<file path="config.mk">
export PLATFORM = sky130hd
export DESIGN_NAME = frogger_game_ctrl_flat
export DESIGN_NICKNAME = d
export VERILOG_FILES = /design/src/rtl/frogger_game_ctrl_if.sv /design/src/rtl/frogger_game_ctrl.sv /design/src/flat_wrapper.sv
export SDC_FILE = /design/constraint.sdc
export NUM_CORES = 1
export LEC_CHECK = 0
export ABC_AREA = 1
export BUFFER_PORTS_ARGS = -buffer_cell sky130_fd_sc_hd__buf_2
export CAP_MARGIN = 25
export CORE_MARGIN = 2
export CORE_UTILIZATION = 32
export CTS_CLUSTER_SIZE = 10
export DETAILED_ROUTE_END_ITERATION = 7
export SLEW_MARGIN = 20
export SYNTH_ARGS = -nofsm -noshare
export SYNTH_HDL_FRONTEND = slang
export SYNTH_SLANG_ARGS = --single-unit
</file>
<file path="constraint.sdc">
create_clock -name clk -period 4.8 [get_ports clk]
set_input_delay 0.48 -clock clk [delete_from_list [all_inputs] [get_ports clk]]
set_output_delay 0.48 -clock clk [all_outputs]
set_load 0.02 [all_outputs]
</file>
<file path="src/rtl/frogger_game_ctrl_if.sv">
// Signal bundle between the Frogger sequencer and its neighbours (buttons, lane generator, renderer).
// master drives raw buttons and lane bitmaps; slave is the sequencer driving game status.
interface frogger_game_ctrl_if;
   logic       up;
   logic       down;
   logic       left;
   logic       right;
   logic       start;
   logic [7:0] lane1;
   logic [7:0] lane2;
   logic [7:0] lane3;
   logic [7:0] lane5;
   logic [7:0] lane6;
   logic       lane_step;
   logic [2:0] frog_row;
   logic [7:0] frog_col;
   logic [2:0] lives;
   logic [7:0] score;
   logic [2:0] level;
   logic [2:0] game_state;

   modport master (
      output up, down, left, right, start, lane1, lane2, lane3, lane5, lane6,
      input  lane_step, frog_row, frog_col, lives, score, level, game_state
   );

   modport slave (
      input  up, down, left, right, start, lane1, lane2, lane3, lane5, lane6,
      output lane_step, frog_row, frog_col, lives, score, level, game_state
   );
endinterface

</file>
<file path="src/rtl/frogger_game_ctrl.sv">
// Frogger sequencer: debounced buttons, frog position, lives/score/level, lane pacing, collision FSM.
// Latency: raw button edge moves the frog 2 + DEBOUNCE_CYCLES + 1 cycles later; a hit is taken on the next edge.
// Backpressure: none, free-running; presses outside their state are dropped. Option: FROGGER_LEVEL_SPEEDUP_EN.
module frogger_game_ctrl #(
   parameter int unsigned STEP_CYCLES     = 100_000_000,
   parameter int unsigned MIN_STEP_CYCLES = 12_500_000,
   parameter int unsigned DEBOUNCE_CYCLES = 1_000_000,
   parameter int unsigned HOLD_CYCLES     = 50_000_000,
   parameter int unsigned LIVES           = 3
) (
   input  logic               clk,
   input  logic               reset,
   frogger_game_ctrl_if.slave bus
);

   typedef enum logic [2:0] {
      ST_IDLE = 3'd0,
      ST_PLAY = 3'd1,
      ST_HIT  = 3'd2,
      ST_WIN  = 3'd3,
      ST_OVER = 3'd4
   } state_t;

   localparam int                DEB_W      = (DEBOUNCE_CYCLES > 1) ? $clog2(DEBOUNCE_CYCLES) : 1;
   localparam logic [DEB_W-1:0]  DEB_LAST   = DEB_W'(DEBOUNCE_CYCLES - 1);
   localparam logic [27:0]       STEP_BASE  = 28'(STEP_CYCLES);
   localparam logic [27:0]       STEP_MIN   = 28'(MIN_STEP_CYCLES);
   localparam logic [26:0]       HOLD_LAST  = 27'(HOLD_CYCLES - 1);
   localparam logic [2:0]        LIVES_INIT = 3'(LIVES);
   localparam logic [2:0]        HOME_ROW   = 3'd7;
   localparam logic [7:0]        HOME_COL   = 8'b0001_0000;

   localparam int BTN_UP    = 0;
   localparam int BTN_DOWN  = 1;
   localparam int BTN_LEFT  = 2;
   localparam int BTN_RIGHT = 3;
   localparam int BTN_START = 4;

   logic [4:0]            btn_raw;
   logic [4:0]            btn_meta;
   logic [4:0]            btn_sync;
   logic [4:0]            btn_stable;
   logic [4:0]            press;
   logic [4:0][DEB_W-1:0] deb_cnt;

   state_t      state, state_nxt;
   logic [2:0]  frog_row, frog_row_nxt;
   logic [7:0]  frog_col, frog_col_nxt;
   logic [2:0]  lives, lives_nxt;
   logic [7:0]  score, score_nxt;
   logic [2:0]  level, level_nxt;
   logic        lane_step, lane_step_nxt;
   logic [27:0] step_cnt, step_cnt_nxt;
   logic [27:0] step_last;
   logic [26:0] hold_cnt, hold_cnt_nxt;
   logic [7:0]  lane_row;
   logic        collide;

   assign btn_raw = {bus.start, bus.right, bus.left, bus.down, bus.up};

   // Buttons idle high; a press strobe fires only when the accepted level falls.
   always_ff @(posedge clk or negedge reset) begin
      if (!reset) begin
         btn_meta   <= '1;
         btn_sync   <= '1;
         btn_stable <= '1;
         press      <= '0;
         deb_cnt    <= '0;
      end else begin
         btn_meta <= btn_raw;
         btn_sync <= btn_meta;
         for (int i = 0; i < 5; i++) begin
            press[i] <= 1'b0;
            if (btn_sync[i] == btn_stable[i]) begin
               deb_cnt[i] <= '0;
            end else if (deb_cnt[i] == DEB_LAST) begin
               deb_cnt[i]    <= '0;
               btn_stable[i] <= btn_sync[i];
               press[i]      <= ~btn_sync[i];
            end else begin
               deb_cnt[i] <= deb_cnt[i] + 1'b1;
            end
         end
      end
   end

`ifdef FROGGER_LEVEL_SPEEDUP_EN
   logic [27:0] step_shift;
   assign step_shift = STEP_BASE >> level;
   assign step_last  = ((step_shift < STEP_MIN) ? STEP_MIN : step_shift) - 28'd1;
`else
   assign step_last  = ((STEP_BASE < STEP_MIN) ? STEP_MIN : STEP_BASE) - 28'd1;
`endif

   // Rows 0, 4 and 7 have no traffic.
   always_comb begin
      lane_row = 8'h00;
      case (frog_row)
         3'd1:    lane_row = bus.lane1;
         3'd2:    lane_row = bus.lane2;
         3'd3:    lane_row = bus.lane3;
         3'd5:    lane_row = bus.lane5;
         3'd6:    lane_row = bus.lane6;
         default: lane_row = 8'h00;
      endcase
   end

   assign collide = |(lane_row & frog_col);

   always_comb begin
      state_nxt     = state;
      frog_row_nxt  = frog_row;
      frog_col_nxt  = frog_col;
      lives_nxt     = lives;
      score_nxt     = score;
      level_nxt     = level;
      lane_step_nxt = 1'b0;
      step_cnt_nxt  = '0;
      hold_cnt_nxt  = '0;
      case (state)
         ST_IDLE, ST_OVER: begin
            if (press[BTN_START]) begin
               state_nxt    = ST_PLAY;
               frog_row_nxt = HOME_ROW;
               frog_col_nxt = HOME_COL;
               lives_nxt    = LIVES_INIT;
               score_nxt    = '0;
               level_nxt    = '0;
            end
         end
         ST_PLAY: begin
            if (frog_row == 3'd0) begin
               state_nxt = ST_WIN;
               score_nxt = (score == 8'hFF) ? score : score + 8'd1;
               level_nxt = (level == 3'd7)  ? level : level + 3'd1;
            end else if (collide) begin
               state_nxt = ST_HIT;
               lives_nxt = (lives == 3'd0) ? 3'd0 : lives - 3'd1;
            end else begin
               if (step_cnt == step_last) begin
                  lane_step_nxt = 1'b1;
               end else begin
                  step_cnt_nxt = step_cnt + 28'd1;
               end
               // One move per cycle; a blocked higher-priority move still consumes the slot.
               if (press[BTN_UP]) begin
                  if (frog_row != 3'd0) frog_row_nxt = frog_row - 3'd1;
               end else if (press[BTN_DOWN]) begin
                  if (frog_row != 3'd7) frog_row_nxt = frog_row + 3'd1;
               end else if (press[BTN_LEFT]) begin
                  if (!frog_col[7]) frog_col_nxt = frog_col << 1;
               end else if (press[BTN_RIGHT]) begin
                  if (!frog_col[0]) frog_col_nxt = frog_col >> 1;
               end
            end
         end
         ST_HIT: begin
            if (hold_cnt == HOLD_LAST) begin
               if (lives == 3'd0) begin
                  state_nxt = ST_OVER;
               end else begin
                  state_nxt    = ST_PLAY;
                  frog_row_nxt = HOME_ROW;
                  frog_col_nxt = HOME_COL;
               end
            end else begin
               hold_cnt_nxt = hold_cnt + 27'd1;
            end
         end
         ST_WIN: begin
            if (hold_cnt == HOLD_LAST) begin
               state_nxt    = ST_PLAY;
               frog_row_nxt = HOME_ROW;
               frog_col_nxt = HOME_COL;
            end else begin
               hold_cnt_nxt = hold_cnt + 27'd1;
            end
         end
         default: state_nxt = ST_IDLE;
      endcase
   end

   always_ff @(posedge clk or negedge reset) begin
      if (!reset) begin
         state     <= ST_IDLE;
         frog_row  <= HOME_ROW;
         frog_col  <= HOME_COL;
         lives     <= LIVES_INIT;
         score     <= '0;
         level     <= '0;
         lane_step <= 1'b0;
         step_cnt  <= '0;
         hold_cnt  <= '0;
      end else begin
         state     <= state_nxt;
         frog_row  <= frog_row_nxt;
         frog_col  <= frog_col_nxt;
         lives     <= lives_nxt;
         score     <= score_nxt;
         level     <= level_nxt;
         lane_step <= lane_step_nxt;
         step_cnt  <= step_cnt_nxt;
         hold_cnt  <= hold_cnt_nxt;
      end
   end

   assign bus.lane_step  = lane_step;
   assign bus.frog_row   = frog_row;
   assign bus.frog_col   = frog_col;
   assign bus.lives      = lives;
   assign bus.score      = score;
   assign bus.level      = level;
   assign bus.game_state = state;

endmodule

</file>
<file path="src/flat_wrapper.sv">
// flat-port wrapper written by rule: the top's interface ports become plain ports
module frogger_game_ctrl_flat 
#(
   parameter int unsigned STEP_CYCLES     = 100_000_000,
   parameter int unsigned MIN_STEP_CYCLES = 12_500_000,
   parameter int unsigned DEBOUNCE_CYCLES = 1_000_000,
   parameter int unsigned HOLD_CYCLES     = 50_000_000,
   parameter int unsigned LIVES           = 3
)
  (clk, reset, bus_up, bus_down, bus_left, bus_right, bus_start, bus_lane1, bus_lane2, bus_lane3, bus_lane5, bus_lane6, bus_lane_step, bus_frog_row, bus_frog_col, bus_lives, bus_score, bus_level, bus_game_state);
  frogger_game_ctrl_if bus_i ();
  input  logic clk;
  input  logic reset;
  input wire logic [$bits(bus_i.up)-1:0] bus_up;
  input wire logic [$bits(bus_i.down)-1:0] bus_down;
  input wire logic [$bits(bus_i.left)-1:0] bus_left;
  input wire logic [$bits(bus_i.right)-1:0] bus_right;
  input wire logic [$bits(bus_i.start)-1:0] bus_start;
  input wire logic [$bits(bus_i.lane1)-1:0] bus_lane1;
  input wire logic [$bits(bus_i.lane2)-1:0] bus_lane2;
  input wire logic [$bits(bus_i.lane3)-1:0] bus_lane3;
  input wire logic [$bits(bus_i.lane5)-1:0] bus_lane5;
  input wire logic [$bits(bus_i.lane6)-1:0] bus_lane6;
  output wire logic [$bits(bus_i.lane_step)-1:0] bus_lane_step;
  output wire logic [$bits(bus_i.frog_row)-1:0] bus_frog_row;
  output wire logic [$bits(bus_i.frog_col)-1:0] bus_frog_col;
  output wire logic [$bits(bus_i.lives)-1:0] bus_lives;
  output wire logic [$bits(bus_i.score)-1:0] bus_score;
  output wire logic [$bits(bus_i.level)-1:0] bus_level;
  output wire logic [$bits(bus_i.game_state)-1:0] bus_game_state;
  assign bus_i.up = bus_up;
  assign bus_i.down = bus_down;
  assign bus_i.left = bus_left;
  assign bus_i.right = bus_right;
  assign bus_i.start = bus_start;
  assign bus_i.lane1 = bus_lane1;
  assign bus_i.lane2 = bus_lane2;
  assign bus_i.lane3 = bus_lane3;
  assign bus_i.lane5 = bus_lane5;
  assign bus_i.lane6 = bus_lane6;
  assign bus_lane_step = bus_i.lane_step;
  assign bus_frog_row = bus_i.frog_row;
  assign bus_frog_col = bus_i.frog_col;
  assign bus_lives = bus_i.lives;
  assign bus_score = bus_i.score;
  assign bus_level = bus_i.level;
  assign bus_game_state = bus_i.game_state;
  frogger_game_ctrl #(.STEP_CYCLES(STEP_CYCLES), .MIN_STEP_CYCLES(MIN_STEP_CYCLES), .DEBOUNCE_CYCLES(DEBOUNCE_CYCLES), .HOLD_CYCLES(HOLD_CYCLES), .LIVES(LIVES)) u_core (.clk(clk), .reset(reset), .bus(bus_i));
endmodule
</file>
* Yosys cells after proc, flatten, opt, wreduce, memory -nomap -nowiden *
Index checks and enable logic that the tools add are counted.

storage, ports and cells
  RAM bits = 0
  bits in read-only memories = 0
  bits in latches = 0
  output and inout bits = 29
  memories kept = 0
  bits in registers = 204

cells by class
  shift operators = 0
  mux-type cells = 75
  bitwise logic cells = 11
  div/mod/pow operators = 0
  $mul = 0
  order comparisons = 0
  reductions and logical operators = 22
  add/subtract/negate cells = 12
  equal/unequal tests = 43

operators with widths
  cell                   number
  $mux 20                10
  $mux 8                 15
  $mux 28                4
  $add 20x1->20 const B  5
  $eq 20x20->1 const B   5
  $mux 3                 23
  $mux 27                2
  $pmux 8 s5             1
  $pmux 8 s4             1
  $add 28x1->28 const B  1
  $eq 28x27->1 const B   1
  $add 27x1->27 const B  1
  $eq 27x26->1 const B   1
  $pmux 3 s4             2
  $reduce_and 11->1      2
  $pmux 8 s2             1
  $reduce_and 4->1       4
  $mux 1                 14
  $ne 2x2->1 const B     7
  $eq 3x2->1 const B     4
  $eq 3x3->1 const B     4
  $ne 3x1->1 const B     4
  $pmux 3 s2             2
  $reduce_and 12->1      1
  19 further kinds       48

* Longest topological paths before layout *
Gate-level depths: netlist of the first run.

  word-level depth = 8
  depth in mapped cells = 17
  gate-level depth less buffers = 16

* Worst setup path before layout of the first run *
Ideal clock, no wire load.

  path kind = register to register
  start = register u_core.frog_row[2] (netlist: u_core.bus.frog_row[2])
  end = register u_core.frog_col[3] (netlist: u_core.bus.frog_col[3])
  slack = 2,545 ps
  cell stages (with the launch flop) = 18
  path buffers = 3
  data arrival time = 2,138 ps
  clock period less this slack = 2,255 ps
  cells stage by stage = dfstp_2 buf_6 inv_4 buf_6 ha_1 clkbuf_1 nand2_1 nand2_1 nor2_1 nand2_1 nand2_1 nand2_1 nor2_4 nand2_2 nand2_4 nand3_2 nand2_1 nand2_1

on the way
  word-level cells in the longest chain between the ends = 6

ends and longest elaborated chain
  element                                   line                      text
  from (decl)                               frogger_game_ctrl.sv:47   logic [2:0] frog_row, frog_row_nxt;
  from (signal assigned)                    frogger_game_ctrl.sv:196  frog_row <= frog_row_nxt;
  $eq 3x3->1, or another cell as far along  frogger_game_ctrl.sv:98   case (frog_row)
  $pmux 8 s5                                frogger_game_ctrl.sv:98
  $and 8x8->8                               frogger_game_ctrl.sv:108  assign collide = |(lane_row & frog_col);
  $reduce_or 8->1                           frogger_game_ctrl.sv:108
  $ne 2x2->1 (no line)                      -
  $reduce_and 12->1 (no line) (*)           -
  to (signal assigned)                      frogger_game_ctrl.sv:197  frog_col <= frog_col_nxt;
  to (decl)                                 frogger_game_ctrl.sv:48   logic [7:0] frog_col, frog_col_nxt;

Mark *: on every way between the ends. The rest lies on a longest branch, timed or not.
A chain may end at the register's enable or synchronous reset.

* Final worst setup path of the first run *
  start = register u_core.frog_row[2] (netlist: u_core.bus.frog_row[2])
  end = register u_core.frog_col[7] (netlist: u_core.bus.frog_col[7])

on the way
  word-level cells in the longest chain between the ends = 6

ends and longest elaborated chain
  element                                   line
  $eq 3x3->1, or another cell as far along  frogger_game_ctrl.sv:98
  $pmux 8 s5                                frogger_game_ctrl.sv:98
  $and 8x8->8                               frogger_game_ctrl.sv:108
  $reduce_or 8->1                           frogger_game_ctrl.sv:108
  $ne 2x2->1 (no line)                      -
  $reduce_and 11->1 (no line) (*)           -

Marks and branches as above.

==> results of run 1 <==
-- critical path: stages (launching register included) --
cell and delay (ns):
dfstp_2 0.77, inv_4 0.15, nand2_1 0.19, nor2_2 0.11
nor2_1 0.73, nand2_1 0.12, nor2_1 0.20, nand3_1 0.10
nand2_1 0.08, nand2_1 0.05
-- how the worst max path moves through the flow --
stage | from | to | slack (ns) | cells after the start
final | u_core.bus.frog_row[2] | u_core.bus.frog_col[7] | 2.18 | 9
after floorplan | u_core.bus.frog_row[2] | u_core.bus.frog_col[3] | 2.54 | 17
after detailed placement | u_core.bus.frog_row[2] | u_core.step_cnt[27] | 2.19 | 13
after global placement | u_core.bus.frog_row[2] | u_core.step_cnt[27] | 2.25 | 13
after CTS | u_core.bus.frog_row[2] | u_core.step_cnt[1] | 2.18 | 13
after global routing | u_core.bus.frog_row[2] | u_core.step_cnt[1] | 1.92 | 11
-- cells by family after synthesis --
logic type / share of synthesized area, %
and+or+nand+nor: 35.3
buffers and inverters: 7.82
DFF: 45.0
AOI/OAI and AO/OA: 4.76
xor gates and xnor gates: 4.84
adders and majority gates: 1.86
muxes: 0.439
-- stage by stage --
step	instances	cell area, um^2	hold slack (ns)	setup slack [ns]	total power, mW
finish	2068	13000	-0.0326	2.18	3.54
global route	2068	13000	0.0446	1.92	3.69
CTS	2068	13000	0.0422	2.18	3.60
detailed placement	2023	12300	0.347	2.19	1.88
global placement	2023	12300	0.347	2.25	1.88
floorplan	1505	11400	0.184	2.54	1.81
-- state kept, by name (all words and copies together), names as in the netlist, 5 cells and up --
| name | count |
|---|---|
| u_core.btn_stable | 5 |
| u_core.btn_sync | 5 |
| u_core.press | 5 |
| u_core.bus.score | 8 |
| u_core.hold_cnt | 27 |
| u_core.btn_meta | 5 |
| u_core.step_cnt | 28 |
| u_core.bus.frog_col | 8 |
| u_core.deb_cnt | 100 |
-- layout make-up --
cell class                      instances  area [um^2]  area share, %
Clock inverter                          2         10.0         0.0770
Clock buffer                           43          713           5.49
Tap cell                              461          577           4.44
Inverter                              206          776           5.97
Timing Repair Buffer                   77          400           3.08
Multi-Input combinational cell       1075         5380           41.4
Sequential cell                       204         5130           39.5
-- report_power, final --
part | leakage (nW) | switching (mW) | total [mW] | internal, mW
clock network | 0.349 | 0.700 | 1.70 | 0.997
registers | 2.74 | 0.0110 | 1.75 | 1.74
logic | 2.81 | 0.0675 | 0.0961 | 0.0286
total | 5.90 | 0.779 | 3.54 | 2.77
-- cells in the mapped netlist, types with 2 or more instances --
cell,instances,area (um^2)
nor3_1,71,355
nor2_1,251,942
o22ai_1,4,25.0
dfstp_2,21,552
nand3_1,109,546
o21ai_1,7,35.0
nand4_1,74,463
clkbuf_1,9,33.8
mux2i_1,5,50.1
and3_1,5,31.3
o31ai_1,2,15.0
buf_2,6,30.0
xnor2_1,16,140
dfrtp_1,183,4580
nand2_1,317,1190
nor3_2,5,50.1
nand2_2,3,18.8
a31oi_1,3,18.8
a211oi_1,7,52.6
inv_2,2,7.51
nand3b_1,2,15.0
or2_2,5,31.3
o211ai_1,3,22.5
nor2_4,3,33.8
xor2_1,47,412
nor2_2,3,18.8
buf_6,4,45.0
inv_1,202,758
a21oi_1,33,165
ha_1,17,213
o21ai_0,32,160
nor3b_1,19,143
nor4_1,22,138
-- metal layers --
| metal | part of all wire [%] | track usage [%] |
|---|---|---|
| met5 | 0 | 0 |
| met2 | 49 | 25.3 |
| met1 | 46 | 19.8 |
| met3 | 3.3 | 2.05 |
| met4 | 2.4 | 4.08 |
==> run metrics, run 1 <==
status=finished with violations; violated checks=hold timing; Die W=193 um; global placer's final weighted congestion=between 0.9 and 1; Seq/Total Area, Yosys=approximately 45%; Hold Fails Final Rpt=9; Wirelength per Cell=~13 um; clk sinks=a little over 200; crit path time final=2.62 ns; Worst Setup Start Kind=register; HPWL Detailed=between 20000 and 25000 um; CTS root buf=clkbuf_16; DIE HEIGHT=193 um; global-route usage over all layers=14.9%; Die Area=between 30000 and 40000 um^2; Synth Register Bits=about 200; EDFF count, synth=0; yosys synthesis warning count=0; total routed wirelength=between 20000 and 30000 um; H-tree depth=1; Post-Syn Area=about 11000 um^2; most frequent cells in the layout=317 x nand2_1, 251 x nor2_1, 202 x inv_1; Tcrit/Tclk final=approximately 55%; Distinct cells, synth=46; setup bufs post-CTS=0; Max Slew Vio Count=0; hold-fix buffers at CTS=0; I/O pin count=76; largest net degree at the start of global routing=~120; CP arrival=approximately 3.0 ns; DRC viols=0; synth-to-layout area growth=13.9%; Pleak=5.90 nW; worst hold path type=input pin to async pin; Reg2Reg Depth=9; post-route ant nets=0; Hold WS=-0.0326 ns; global-route wire length before repair=46000 um; clk buf depth=3; FFs w/ async S/R, synth=100%; gr ovfl total=0; relative slew slack=~37%; count of final setup violators=0; total CTS buffers=25; fillcell total=approximately 3600; fin nets=between 1500 and 2000; vias per cell=roughly 4.8; Sum Neg Setup Slack=0 ns; Post-Synthesis Cells=about 1500; Worst R2R Setup Slack=approximately 2.2 ns; antenna cells=0; fmax=0.381 GHz; Reg2Reg Capture Point=u_core.bus.frog_col[7]; initial antenna violation count=0; Clk pin slew, worst setup/hold paths=roughly 0.060 ns; PwrDens=273 nW/um^2; Least-Margin Pin Slew=0.947 ns; row cnt=69; layout cell share with drive strength beyond 1=roughly a tenth; most common cell after layout, fill and taps aside=nand2_1; Synth Net Count=~1600; Clock Latency Late Sink=0.51 ns; unrepaired setup endpoints after global routing=false; Mapped Avg Cell Area=about 7.6 um^2; fin util=36.8%; max_cap viols=0; total core area=35300 um^2; Post-synth top flop=dfrtp_1; via count=between 9000 and 10000; Worst R2R Start=u_core.bus.frog_row[2]; first-pass iteration count of the detailed router=6; Req. time, crit path=between 5 and 6 ns; drt initial violations=707; Worst Path Max Fanout=20; starting density of the core=about a third; IO Port Bufs=75; peak supply drop=approximately 0.0002 V; critical path class=register to register; Post-CTS Resized=0; clock skew=0.00725 ns; TritonCTS clock tree=done; crit end category=register; vias in the first global route=a little under 10000
Power figures use the tool's default switching activity.
==> run 2, diff against run 1 <==
--- a/config.mk
+++ b/config.mk
@@ -5,7 +5,7 @@
 export SDC_FILE = /design/constraint.sdc
 export NUM_CORES = 1
 export LEC_CHECK = 0
-export ABC_AREA = 1
+export ABC_AREA = 0
 export BUFFER_PORTS_ARGS = -buffer_cell sky130_fd_sc_hd__buf_2
 export CAP_MARGIN = 25
 export CORE_MARGIN = 2
==> constraint.sdc (replaced) <==
create_clock -name clk -period 2.27 [get_ports clk]
set_input_delay 0.227 -clock clk [delete_from_list [all_inputs] [get_ports clk]]
set_output_delay 0.227 -clock clk [all_outputs]
set_load 0.02 [all_outputs]
==> run metrics, run 2 <==
status=finished with violations; violated checks=setup timing; yosys synthesis warning count=0 (unchanged); PwrDens=686 nW/um^2 (+150%); Req. time, crit path=2.73 ns (-2.47 ns); Synth top cells by count=183 x dfrtp_1, 170 x nor2_1, 100 x xor2_1; vias in the first global route=7877 (-18%); count of final setup violators=45 (+45); Die W=183 um (-5.0%); total core area=31600 um^2 (-11%); Worst R2R Setup Slack=-0.21 ns (-2.39 ns); Worst R2R Start=u_core.bus.frog_row[0]; Sum Neg Setup Slack=-8.15 ns (-8.15 ns); most common cell after layout, fill and taps aside=dfrtp_1; crit end category=register; unrepaired setup endpoints after global routing=true; global-route wire length before repair=39300 um (-15%); EDFF count, synth=0 (unchanged); fin nets=1260 (-24%); worst setup margin=-0.210 ns (-2.39 ns); synth-to-layout area growth=26.5%; drt initial violations=433 (-39%); CTS root buf=clkbuf_16; CP arrival=2.94 ns (-0.09 ns); global-route usage over all layers=14.1% (-0.78 points); FFs w/ async S/R, synth=100% (unchanged); max reg flops=100 (unchanged); Synth area leaders=dfrtp_1 45%, xor2_1 8.5%, nor2_1 6.2%, dfstp_2 5.4%, nand3_1 4.0%; DIE HEIGHT=183 um (-5.0%); Die Area=33600 um^2 (-9.7%); post-route ant nets=0 (unchanged); Clock Latency Late Sink=0.52 ns (about the same); row cnt=65 (-5.8%); relative slew slack=65.6% (+29 points); Reg2Reg Depth=12 (+3); peak supply drop=0.000525 V (+160%); most frequent cells in the layout=183 x dfrtp_1, 150 x nor2_1, 100 x xor2_1; Clk pin slew, worst setup/hold paths=0.06 ns (about the same); Post-Syn Area=10300 um^2 (-9.9%); Seq/Total Area, Yosys=49.9% (+4.9 points); via count=8060 (-19%); total routed wirelength=23400 um (-14%); Synth Register Bits=204 (unchanged); Hold Fails Final Rpt=0 (-9); Synth Net Count=1102 (-30%); antenna cells=0 (unchanged); starting density of the core=32.6% (+0.27 points); layout cell share with drive strength beyond 1=23.2% (+14 points); clk buf depth=3 (unchanged); fmax=0.403 GHz (+5.7%); TritonCTS clock tree=done; Post-Synthesis Cells=1038 (-31%); Mapped Avg Cell Area=9.90 um^2 (+31%); first-pass iteration count of the detailed router=4 (-2); H-tree depth=1 (unchanged); Least-Margin Pin Slew=0.515 ns (-0.432 ns); total CTS buffers=26 (+4.0%); clock skew=0.0192 ns (+0.0119 ns); I/O pin count=76 (unchanged); count leader, synth=dfrtp_1; IO Port Bufs=75 (unchanged); initial antenna violation count=0 (unchanged); Tcrit/Tclk final=109% (+55 points); Post-synth top flop=dfrtp_1; Pleak=5.64 nW (-4.3%); fillcell total=3074 (-15%); Worst Setup Start Kind=register; critical path class=register to register; multi-input logic area=5290 um^2 (-1.7%); vias per cell=4.98 (+4.0%); max_cap viols=0 (unchanged); largest registers=u_core.deb_cnt x100, u_core.step_cnt x28, u_core.hold_cnt x27; worst hold path type=input pin to async pin; Max Slew Vio Count=0 (unchanged); top cell type's share of synthesized area=44.6% (+4.4 points); Tot Pwr=8.92 mW (+150%); Distinct cells, synth=74 (+61%); Biggest register=u_core.deb_cnt; largest area contributor in the netlist=dfrtp_1; largest net degree at the start of global routing=57 (-52%); HPWL Detailed=16000 um (-20%); register area=5130 um^2 (unchanged); Worst Path Max Fanout=7 (-65%); gr ovfl total=0 (unchanged); Reg2Reg Capture Point=u_core.step_cnt[8]; global placer's final weighted congestion=0.812 (-12%); crit path time final=2.48 ns (-0.142 ns); Wirelength per Cell=14.4 um (+9.5%); clk sinks=204 (unchanged); DRC viols=0 (unchanged)
run 2: cell count changes after synthesis, sizes merged, moves of 21 or more:
cell / previous run / this run
and3: 5 / 38
xnor2: 16 / 47
xor2: 47 / 100
nand4: 74 / 31
nand3: 111 / 84
inv: 205 / 18
nor2: 257 / 179
nand2: 321 / 76
o21ai: 40 / 18
a21oi: 33 / 12
nor3: 76 / 17
run 2: logic make-up (layout without fill, tap and decap cells):
kind of cell | count (synthesis) | in the layout | share of synthesized area (%)
buf+inv | 47 | 225 | 2.02
flops | 204 | 204 | 49.9
compound gates | 88 | 88 | 6.14
xor+xnor | 147 | 147 | 12.5
fa+ha+maj | 17 | 17 | 2.07
simple gates | 527 | 527 | 26.5
mux | 8 | 8 | 0.840
run 2: report_power, final:
group	leakage [nW]	internal [mW]	switching, mW
clock	0.386	2.32	1.51
combinational	2.53	0.547	0.598
sequential	2.72	3.79	0.161
run 2: how the worst max path moves through the flow:
| stage | from | depth (start not counted) | slack, ns | to |
|---|---|---|---|---|
| floorplan | u_core.bus.frog_row[2] | 12 | -0.15 | u_core.bus.frog_col[0] |
| global placement | u_core.bus.frog_row[0] | 10 | -0.28 | u_core.bus.frog_col[1] |
| detailed placement | u_core.bus.frog_row[0] | 10 | -0.32 | u_core.bus.frog_col[1] |
| CTS | u_core.bus.frog_row[0] | 10 | -0.16 | u_core.bus.frog_col[1] |
| global route | u_core.bus.frog_row[0] | 12 | -0.31 | u_core.bus.game_state[1] |
| finish | u_core.bus.frog_row[0] | 12 | -0.21 | u_core.step_cnt[8] |
run 2: layer usage:
layer | track usage (%) | part of all wire [%] | vias up | wire length [um]
li1 | - | - | 3953 | -
met1 | 19.3 | 47 | 3893 | 11000
met2 | 22.6 | 45 | 172 | 10400
met3 | 2.60 | 5.0 | 42 | 1180
met4 | 4.61 | 3.3 | 0 | 762
met5 | 0 | 0 | - | 0
run 2: layout make-up:
| class | count | area share [%] |
|---|---|---|
| clock buffers | 45 | 6.02 |
| clock inverters | 3 | 0.135 |
| inverters | 18 | 0.539 |
| multi-input cells | 787 | 40.7 |
| flip-flops and latches | 204 | 39.5 |
| well taps | 402 | 3.87 |
| repair buffers | 159 | 9.28 |
run 2: critical path, cell delays in order, from the launching register on:
cell      delay [ns]
dfstp_2         0.53
inv_2           0.05
ha_4            0.16
buf_6           0.13
a22oi_2         0.16
o32ai_2         0.11
nor4_2          0.36
and4_4          0.29
buf_6           0.12
nand3b_4        0.10
buf_12          0.15
buf_16          0.14
nor2_2          0.10
run 2: per-stage QoR:
step	worst slack, ns	utilization [%]	instance area [um^2]	hold slack (ns)	std cells
floorplan	-0.150	-	10300	-0.0686	1038
global placement	-0.275	36.6	11500	0.245	1546
detailed placement	-0.324	36.6	11500	0.246	1546
CTS	-0.158	40.6	12800	0.272	1617
global route	-0.305	41.2	13000	0.291	1618
finish	-0.210	41.2	13000	0.247	1618
run 2: what timing repair did:
action,4_1_cts,5_1_grt
setup endpoints to repair,45,70
pin swaps,18,13
cloned,5,0
endpoints found under the hold margin,50,0
setup buffers,12,3
hold buffers,6,0
gates resized for setup,51,44
==> run 3, diff against run 2 <==
--- a/config.mk
+++ b/config.mk
@@ -8,10 +8,12 @@
 export ABC_AREA = 0
 export BUFFER_PORTS_ARGS = -buffer_cell sky130_fd_sc_hd__buf_2
 export CAP_MARGIN = 25
+export CORE_ASPECT_RATIO = 0.9
 export CORE_MARGIN = 2
 export CORE_UTILIZATION = 32
 export CTS_CLUSTER_SIZE = 10
 export DETAILED_ROUTE_END_ITERATION = 7
+export RECOVER_POWER = 100
 export SLEW_MARGIN = 20
 export SYNTH_ARGS = -nofsm -noshare
 export SYNTH_HDL_FRONTEND = slang
==> run metrics, run 3 (synthesized netlist as in run 2, its figures left out) <==
most common cell after layout, fill and taps aside=dfrtp_1; IO Port Bufs=75 (unchanged); Clock Latency Late Sink=0.52 ns (about the same); Die Area=33600 um^2 (about the same); PwrDens=682 nW/um^2 (-0.66%); global-route usage over all layers=14.0% (-0.10 points); max_cap viols=1 (+1); largest registers=u_core.deb_cnt x100, u_core.step_cnt x28, u_core.hold_cnt x27; Worst Min Path Start=bus_right; Clk pin slew, worst setup/hold paths=0.05 ns (about the same); I/O pin count=76 (unchanged); TritonCTS clock tree=done; clk sinks=204 (unchanged); total core area=31800 um^2 (+0.79%); crit path time final=2.49 ns (+0.0105 ns); fmax=0.402 GHz (-0.42%); GR peak layer=met2; Tot Pwr=8.66 mW (-3.0%); most frequent cells in the layout=183 x dfrtp_1, 150 x nor2_1, 100 x xor2_1; clk buf depth=3 (unchanged); Tcrit/Tclk final=110% (+0.46 points); global-route wire length before repair=39100 um (-0.48%); Least-Margin Pin Slew=1.68 ns (+1.16 ns); vias per cell=4.89 (-1.8%); unrepaired setup endpoints after global routing=true; worst setup path startpoint=u_core.bus.frog_row[1]; multi-input logic area=5210 um^2 (-1.6%); max reg flops=100 (unchanged); HPWL Detailed=16100 um (+0.27%); H-tree depth=1 (unchanged); via count=7975 (-1.1%); GR Util met3=1.88% (-0.72 points); Worst R2R Setup Slack=-0.22 ns (about the same); post-route ant nets=0 (unchanged); total routed wirelength=23700 um (+1.5%); Reg2Reg Depth=13 (+1); fillcell total=3135 (+2.0%); fin util=39.9% (-1.3 points); met2 usage=21.9% (-0.77 points); worst hold path endpoint=u_core.btn_meta[3]; Wirelength per Cell=14.5 um (+0.65%); Biggest register=u_core.deb_cnt; worst hold path type=input pin to register; Worst R2R Start=u_core.bus.frog_row[1]; antenna cells=0 (unchanged); Req. time, crit path=2.72 ns (about the same); total CTS buffers=25 (-3.8%); gr ovfl total=0 (unchanged); Die W=193 um (+5.3%); first-pass iteration count of the detailed router=5 (+1); CTS root buf=clkbuf_16; CP arrival=2.94 ns (about the same); Pleak=5.42 nW (-3.8%); peak supply drop=0.000507 V (-3.4%); row cnt=62 (-4.6%); Worst Hold Path Cells=2; relative slew slack=-11.9% (-77 points); layout cell share with drive strength beyond 1=19.3% (-3.8 points); fin nets=1260 (unchanged); Reg2Reg Capture Point=u_core.step_cnt[1]; DRC viols=0 (unchanged); register area=5130 um^2 (unchanged); critical path class=register to register; synth-to-layout area growth=23.6%; crit end category=register; global placer's final weighted congestion=0.870 (+7.1%); clock skew=0.00862 ns (-0.0106 ns); largest net degree at the start of global routing=66 (+16%); vias in the first global route=7714 (-2.1%); drt initial violations=470 (+8.5%); worst setup margin=-0.221 ns (-0.0105 ns); met1 usage=20.5% (+1.2 points); violated checks=capacitance limit, slew limit, setup timing; initial antenna violation count=1 (+1); Max Slew Vio Count=66 (+66); status=finished with violations; Hold Fails Final Rpt=0 (unchanged); Worst Setup Start Kind=register; DIE HEIGHT=174 um (-5.0%); starting density of the core=32.3% (-0.26 points); count of final setup violators=74 (+64%); Sum Neg Setup Slack=-7.24 ns (+0.908 ns); Worst Path Max Fanout=6 (-1)
==> run 3: cell types whose count changed in the layout (fill, tap and decap cells not counted), sizes merged <==
cell / before / now
clkbuf: 46 / 92
clkinv: 2 / 1
inv: 18 / 19
clkinvlp: 1 / 0
buf: 152 / 106
==> run 3: timing repair <==
item / 4_1_cts / 5_1_grt
buffers inserted: 11 / 6
cloned: 3 / 0
endpoints found under the hold margin: 59 / 0
gates resized for setup: 45 / 33
hold buffers: 6 / 0
setup endpoints to repair: 45 / 49
pin swaps: 11 / 9
==> run 3: metrics by stage <==
step	hold WS [ns]	cells	instance area, um^2	setup slack (ns)
2_1_floorplan	-0.0686	1038	10300	-0.150
5_1_grt	0.338	1631	12700	-0.303
4_1_cts	0.284	1628	12700	-0.173
6_report	0.344	1631	12700	-0.221
3_5_place_dp	0.263	1562	11600	-0.349
3_3_place_gp	0.258	1562	11600	-0.263
==> run 3: cell type report <==
cell class,instances,share of cell area (%)
Clock inverter,2,0.108
Inverter,18,0.552
Tap cell,416,4.10
Clock buffer,44,5.72
Sequential cell,204,40.4
Timing Repair Buffer,160,8.10
Multi-Input combinational cell,787,41.0
==> run 3: power breakdown <==
group	internal, mW	switching, mW
Sequential	3.79	0.170
Combinational	0.482	0.580
Clock	2.15	1.49
Total	6.42	2.23
==> run 3: worst max path at each step <==
stage,to
6_report,u_core.step_cnt[1]
5_1_grt,u_core.step_cnt[22]
4_1_cts,u_core.step_cnt[3]
3_5_place_dp,u_core.step_cnt[2]
3_3_place_gp,u_core.step_cnt[2]
2_1_floorplan,u_core.bus.frog_col[0]
==> run 3: per-layer routing <==
layer / vias up / wire length [um]
li1: 3937 / -
met1: 3835 / 11400
met2: 171 / 10700
met3: 32 / 1160
met4: 0 / 444
met5: - / 0
==> run 3: critical path, cell delays in order (launching register included) <==
cell and delay (ns):
dfstp_2 0.55, inv_2 0.06, ha_4 0.17, buf_6 0.12, buf_4 0.13, and4b_1 0.20, a31oi_1 0.17, o2111a_1 0.20
and4_4 0.23, buf_12 0.12, nand3b_4 0.12, buf_12 0.16, buf_16 0.13, nor2_1 0.07
